--- src/rtl/wb_sequencer.sv ---
// Write-back sequencer: accepts one request, waits for MDR / High-Low validity, then pulses the write.
// Optional build macro WB_R0_GUARD_EN suppresses the register-file write for destination r0.
module wb_sequencer #(
  parameter int TIMEOUT_CYC = 64,
  parameter int CNT_W       = 7
) (
  input  logic       clk,
  input  logic       reset_n,
  input  logic       req_valid,
  output logic       req_ready,
  input  logic [3:0] req_src,
  input  logic [4:0] req_rd,
  input  logic       mem_done,
  input  logic       md_busy,
  output logic [3:0] mem_to_reg,
  output logic [4:0] write_reg,
  output logic       reg_write,
  output logic       wb_done,
  output logic       err_illegal,
  output logic       err_timeout,
  output logic [1:0] state_dbg
);

  typedef enum logic [1:0] {
    IDLE     = 2'd0,
    WAIT_MEM = 2'd1,
    WAIT_MD  = 2'd2,
    WRITE    = 2'd3
  } state_t;

  localparam logic [CNT_W-1:0] TMO_LIMIT = CNT_W'(TIMEOUT_CYC);

  state_t           state;
  state_t           state_nxt;
  logic [CNT_W-1:0] cnt;
  logic             accept;
  logic             waiting;
  logic             cond;
  logic             tmo;

  // Handshake: a request transfers on a rising edge where req_valid && req_ready;
  // req_ready is high only while IDLE, so at most one request is in flight.
  assign accept  = req_valid && (state == IDLE);
  assign waiting = (state == WAIT_MEM) || (state == WAIT_MD);
  assign cond    = (state == WAIT_MEM) ? mem_done : !md_busy;
  // A true condition in the cycle the count hits the limit still wins.
  assign tmo     = waiting && !cond && (cnt == TMO_LIMIT);

  always_ff @(posedge clk or negedge reset_n) begin
    if (!reset_n) begin
      state <= IDLE;
    end else begin
      state <= state_nxt;
    end
  end

  always_comb begin
    state_nxt = state;
    case (state)
      IDLE: begin
        if (accept) begin
          case (req_src)
            4'd3:                      state_nxt = WAIT_MEM;
            4'd1, 4'd2:                state_nxt = WAIT_MD;
            4'd0, 4'd4, 4'd5, 4'd6,
            4'd7, 4'd8:                state_nxt = WRITE;
            default:                   state_nxt = IDLE;
          endcase
        end
      end
      WAIT_MEM, WAIT_MD: begin
        if (cond) begin
          state_nxt = WRITE;
        end else if (tmo) begin
          state_nxt = IDLE;
        end
      end
      WRITE:   state_nxt = IDLE;
      default: state_nxt = IDLE;
    endcase
  end

  always_ff @(posedge clk or negedge reset_n) begin
    if (!reset_n) begin
      mem_to_reg  <= '0;
      write_reg   <= '0;
      cnt         <= '0;
      err_illegal <= 1'b0;
      err_timeout <= 1'b0;
    end else begin
      err_illegal <= accept && (req_src > 4'd8);
      err_timeout <= tmo;
      if (accept) begin
        mem_to_reg <= req_src;
        write_reg  <= req_rd;
        cnt        <= '0;
      end else if (waiting && !cond && !tmo) begin
        cnt <= cnt + CNT_W'(1);
      end
    end
  end

  always_comb begin
    req_ready = (state == IDLE);
    wb_done   = (state == WRITE);
`ifdef WB_R0_GUARD_EN
    reg_write = (state == WRITE) && (write_reg != 5'd0);
`else
    reg_write = (state == WRITE);
`endif
    state_dbg = state;
  end

endmodule
--- config.mk ---
export PLATFORM = sky130hd
export DESIGN_NAME = wb_sequencer
export DESIGN_NICKNAME = d
export VERILOG_FILES = /design/src/rtl/wb_sequencer.sv
export SDC_FILE = /design/constraint.sdc
export NUM_CORES = 1
export LEC_CHECK = 0
export ABC_AREA = 1
export CORE_MARGIN = 2
export CORE_UTILIZATION = 49
export CTS_BUF_LIST = sky130_fd_sc_hd__clkbuf_8
export CTS_CLUSTER_SIZE = 12
export DETAILED_ROUTE_END_ITERATION = 12
export GPL_ROUTABILITY_DRIVEN = 0
export PLACE_DENSITY = 0.81
export SLEW_MARGIN = 20
export SYNTH_ARGS = -nofsm -noshare
export SYNTH_HDL_FRONTEND = slang
export SYNTH_SLANG_ARGS = --single-unit
--- constraint.sdc ---
create_clock -name clk -period 1.6 [get_ports clk]
set_input_delay 0.32 -clock clk [delete_from_list [all_inputs] [get_ports clk]]
set_output_delay 0.32 -clock clk [all_outputs]
set_load 0.02 [all_outputs]
==> results of run 1 <==
## path summary, 6_finish.rpt
check                                   start            end  slack [ns]
worst min-delay path                  reset_n         cnt[5]        0.39
worst max register to register   state_dbg[0]         cnt[1]        0.12
worst min register to register   write_reg[0]   write_reg[0]        0.48
min in group clk                 write_reg[0]   write_reg[0]        0.48
max in group asynchronous             reset_n   write_reg[2]        1.00
worst max-delay path            mem_to_reg[3]  mem_to_reg[3]        0.05
## timing repair
item,in CTS,in global routing
resized for setup,4,11
endpoints found under the hold margin,0,0
cloned,0,1
hold buffers,0,0
pin swaps,0,2
setup endpoints to repair,4,11
## report_power, final
part | switching [W] | total (W) | internal [W]
clock network | 0.000168 | 0.000501 | 0.000333
registers | 0.000106 | 0.000765 | 0.000660
logic | 0.000748 | 0.00130 | 0.000548
## synth_stat cells
| cell | n | area share, % |
|---|---|---|
| sky130_fd_sc_hd__nand4_1 | 1 | 0.56 |
| sky130_fd_sc_hd__nor2_1 | 12 | 4.0 |
| sky130_fd_sc_hd__nand3b_1 | 2 | 1.3 |
| sky130_fd_sc_hd__or2_2 | 1 | 0.56 |
| sky130_fd_sc_hd__inv_1 | 15 | 5.1 |
| sky130_fd_sc_hd__nand2_2 | 1 | 0.56 |
| sky130_fd_sc_hd__buf_2 | 2 | 0.90 |
| sky130_fd_sc_hd__a31oi_1 | 1 | 0.56 |
| sky130_fd_sc_hd__nand3_1 | 19 | 8.5 |
| sky130_fd_sc_hd__xor2_1 | 2 | 1.6 |
| sky130_fd_sc_hd__ha_1 | 8 | 9.0 |
| sky130_fd_sc_hd__dfrtp_1 | 20 | 45 |
| sky130_fd_sc_hd__nand2_4 | 1 | 1.0 |
| sky130_fd_sc_hd__o21ai_0 | 4 | 1.8 |
| sky130_fd_sc_hd__nor2_2 | 1 | 0.56 |
| sky130_fd_sc_hd__buf_4 | 1 | 0.67 |
| sky130_fd_sc_hd__nor3_1 | 2 | 0.90 |
| sky130_fd_sc_hd__nand2_1 | 52 | 18 |
## cell families after synthesis
kind of cell    share of synthesized area (%)
compound gates                           2.36
xor+xnor                                 1.57
fa+ha+maj                                8.98
buf+inv                                  6.62
flops                                    44.9
simple gates                             35.6
## per-stage QoR
stage / setup TNS (ns) / hold WS [ns] / util, % / setup WS [ns] / power, W
final: 0 / 0.395 / 71.4 / 0.0469 / 0.00256
after global routing: 0 / 0.433 / 71.4 / 0.0157 / 0.00273
after CTS: 0 / 0.402 / 70.0 / 0.0136 / 0.00251
after detailed placement: -0.0470 / 0.469 / 67.0 / -0.0470 / 0.00203
after global placement: 0 / 0.464 / 67.0 / 0.0304 / 0.00199
after floorplan: 0 / 0.0244 / - / 0.0860 / 0.00148
## area by class of cell
class | instances | area share (%)
Multi-Input combinational cell | 108 | 36.6
Sequential cell | 20 | 32.0
Timing Repair Buffer | 35 | 21.0
Inverter | 15 | 3.60
Clock buffer | 3 | 2.64
Tap cell | 28 | 2.24
Clock inverter | 1 | 1.92
## routing by layer
layer	share of wire, %	global-route usage (%)
met5	0	0
met4	1.2	5.26
met3	3.2	2.87
met2	55	35.5
met1	41	25.0
## cells in the final DEF (no fill, tap or decap), drive strengths merged
master	instances
dlygate4sd2	3
clkbuf	4
nand3	19
a31oi	1
buf	6
nand2	55
inv	15
nor3	2
dlymetal6s2s	1
nand3b	2
dfrtp	20
clkdlybuf4s50	24
nor2	13
bufinv	1
nand4	1
or2	1
o21ai	4
ha	8
xor2	2
==> results by stage, run 1 <==
Synthesis:
- The post-synth net total is 167.
- Summing the sequential cell areas from Yosys gives 44.9% of the chip area.
- The netlist area before placement is 1110 um2.
- The warning count from the yosys run is 0.
- The per-instance average area after synthesis is 7.69 um2.
- The number of distinct standard cells referenced by the synthesized netlist is 18.
- The number of instances in the synthesized netlist is 145.
- The flop and latch count out of synthesis is 20.

Worst hold path:
- In this run the worst hold path is classified as input pin to asynchronous set/reset pin.

STA:
- The number of setup violations in the final report is 0.
- The number of max-slew violations in the final report is 0.
- Setup repair after global routing left no endpoint under its margin.
- The part of the cycle the worst path needs is 97.1%.
- On the final layout, the worst clock skew is 0.00304 ns.
- Timing would allow up to 0.644 GHz.
- The number of hold violations in the final report is 0.
- The remaining max-slew budget at the tightest pin is 83.0%.
- At the pin with the least slew margin, the transition time is 0.255 ns.
- The shortest clock period the worst path allows after layout is 1.55 ns.

Setup path:
- The worst stage delay on the critical path is 0.62 ns.
- Counting both buffers and inverters, the worst setup path holds a total of 1.
- The data required time at the worst endpoint is 1.28 ns.
- The number of cells on the worst reg-to-reg path is 8.
- On the critical path, the stage with the largest delay is an instance of sky130_fd_sc_hd__clkdlybuf4s50_1.
- In this run the worst path has a maximum fanout of 2.
- The kind of end point of the critical path is a primary output.
- At the worst endpoint, the arrival time is 1.23 ns.
- Walking the worst path, the cells encountered are clkdlybuf4s50_1.
- Grouping stages by cell kind, the critical path spends the most delay in buffers and inverters.
- The cell depth of the worst setup path is 1.
- The type of the setup path with the least slack is flop to primary output.
- STA classifies the critical path startpoint as a flop.

Placed design:
- The count of buffers from port buffering is 29.
- The total placed instance area is 1470 um2.
- The total instance count after detailed placement is 205.
- The wire-length estimate of the detail-placed layout is 1890 um.

Detailed routing:
- The violation count after the first detailed-route iteration is 13.
- After detailed routing, the total wire length is 2580 um.
- In the routed layout, each cell is associated on average with a via count of 5.01.
- In the final routed layout, each cell accounts on average for 12.3 um.
- The count of nets left with antenna violations once routing finished came out at 0.
- The detailed-router iteration count before antenna repair is 4.
- The detailed-route via count is 1052.
- The total DRC errors in the routed layout is 0.

Global routing:
- The pin count of the biggest net entering global routing is 22.
- After global routing the overflow that remains totals 0.
- The first global-routing pass estimated 3970 um of wire.
- The total routing usage reported by global routing is 19.8%.
- The via count of the first global-routing pass is 921.
- The number of antenna violations at the first check in global routing came to 0.

Power:
- The power density over the cells is 1640 nW/um2.
- The analysis attributes to cell leakage a power of 0.836 nW.
- The peak ir drop on the vdd network is 1.04 mV.

Final layout:
- For this run, the post-layout net count is 205.
- The sequential cells in the finished layout cover a total of 500 um2.
- The final-layout fill cell count is 169.
- The post-route non-filler standard cell count is 210.
- The flip-flop count of the largest register after layout is 7.
- Summing all multi-input logic gate instances after layout gives 573 um2.
- The number of antenna diodes in the final layout is 0.
- After routing the design area is 1570 um2.
- The area growth from synthesis to layout is 40.4%.
- The layout cell share with drive strength beyond 1 is 11.5%.

Floorplan:
- The die extent in y is 51.7 um.
- The initial cell density of the core is 50.9%.
- The number of standard-cell rows in the floorplan is 17.
- In this run the horizontal extent of the chip is 51.7 um.
- The region available for standard cell placement spans 2190 um2.
- The total die area is 2670 um2.
- The I/O pin total is 30.

Run status:
- The run finished with clean final reports.

Flow run:
- The number of max-cap violations is 0.

Clock tree:
- The clock sink count is 20.
- The clock tree from TritonCTS is built.
- Counting the buffers created by CTS gives 3.
- The count of H-tree levels built during CTS is 1.
- Counting along the longest clock path gives a buffer depth of 2.
- For the worst-skew pair, the clock arrives at the later sink with an insertion delay of 0.25 ns.
- The clock-pin slew reported for the worst setup and hold paths after clock tree synthesis is 0.08 ns.
- The tree is rooted in a sky130_fd_sc_hd__clkbuf_8.
- The post-CTS setup repair buffer count is 0.
(Power assumes the default switching activity.)
==> inputs of run 2 (changes only) <==
- ABC_CLOCK_PERIOD_IN_PS: unset -> 1600
==> results of run 2 <==
The final DEF is identical to that of run 1; final timing and power are the same.
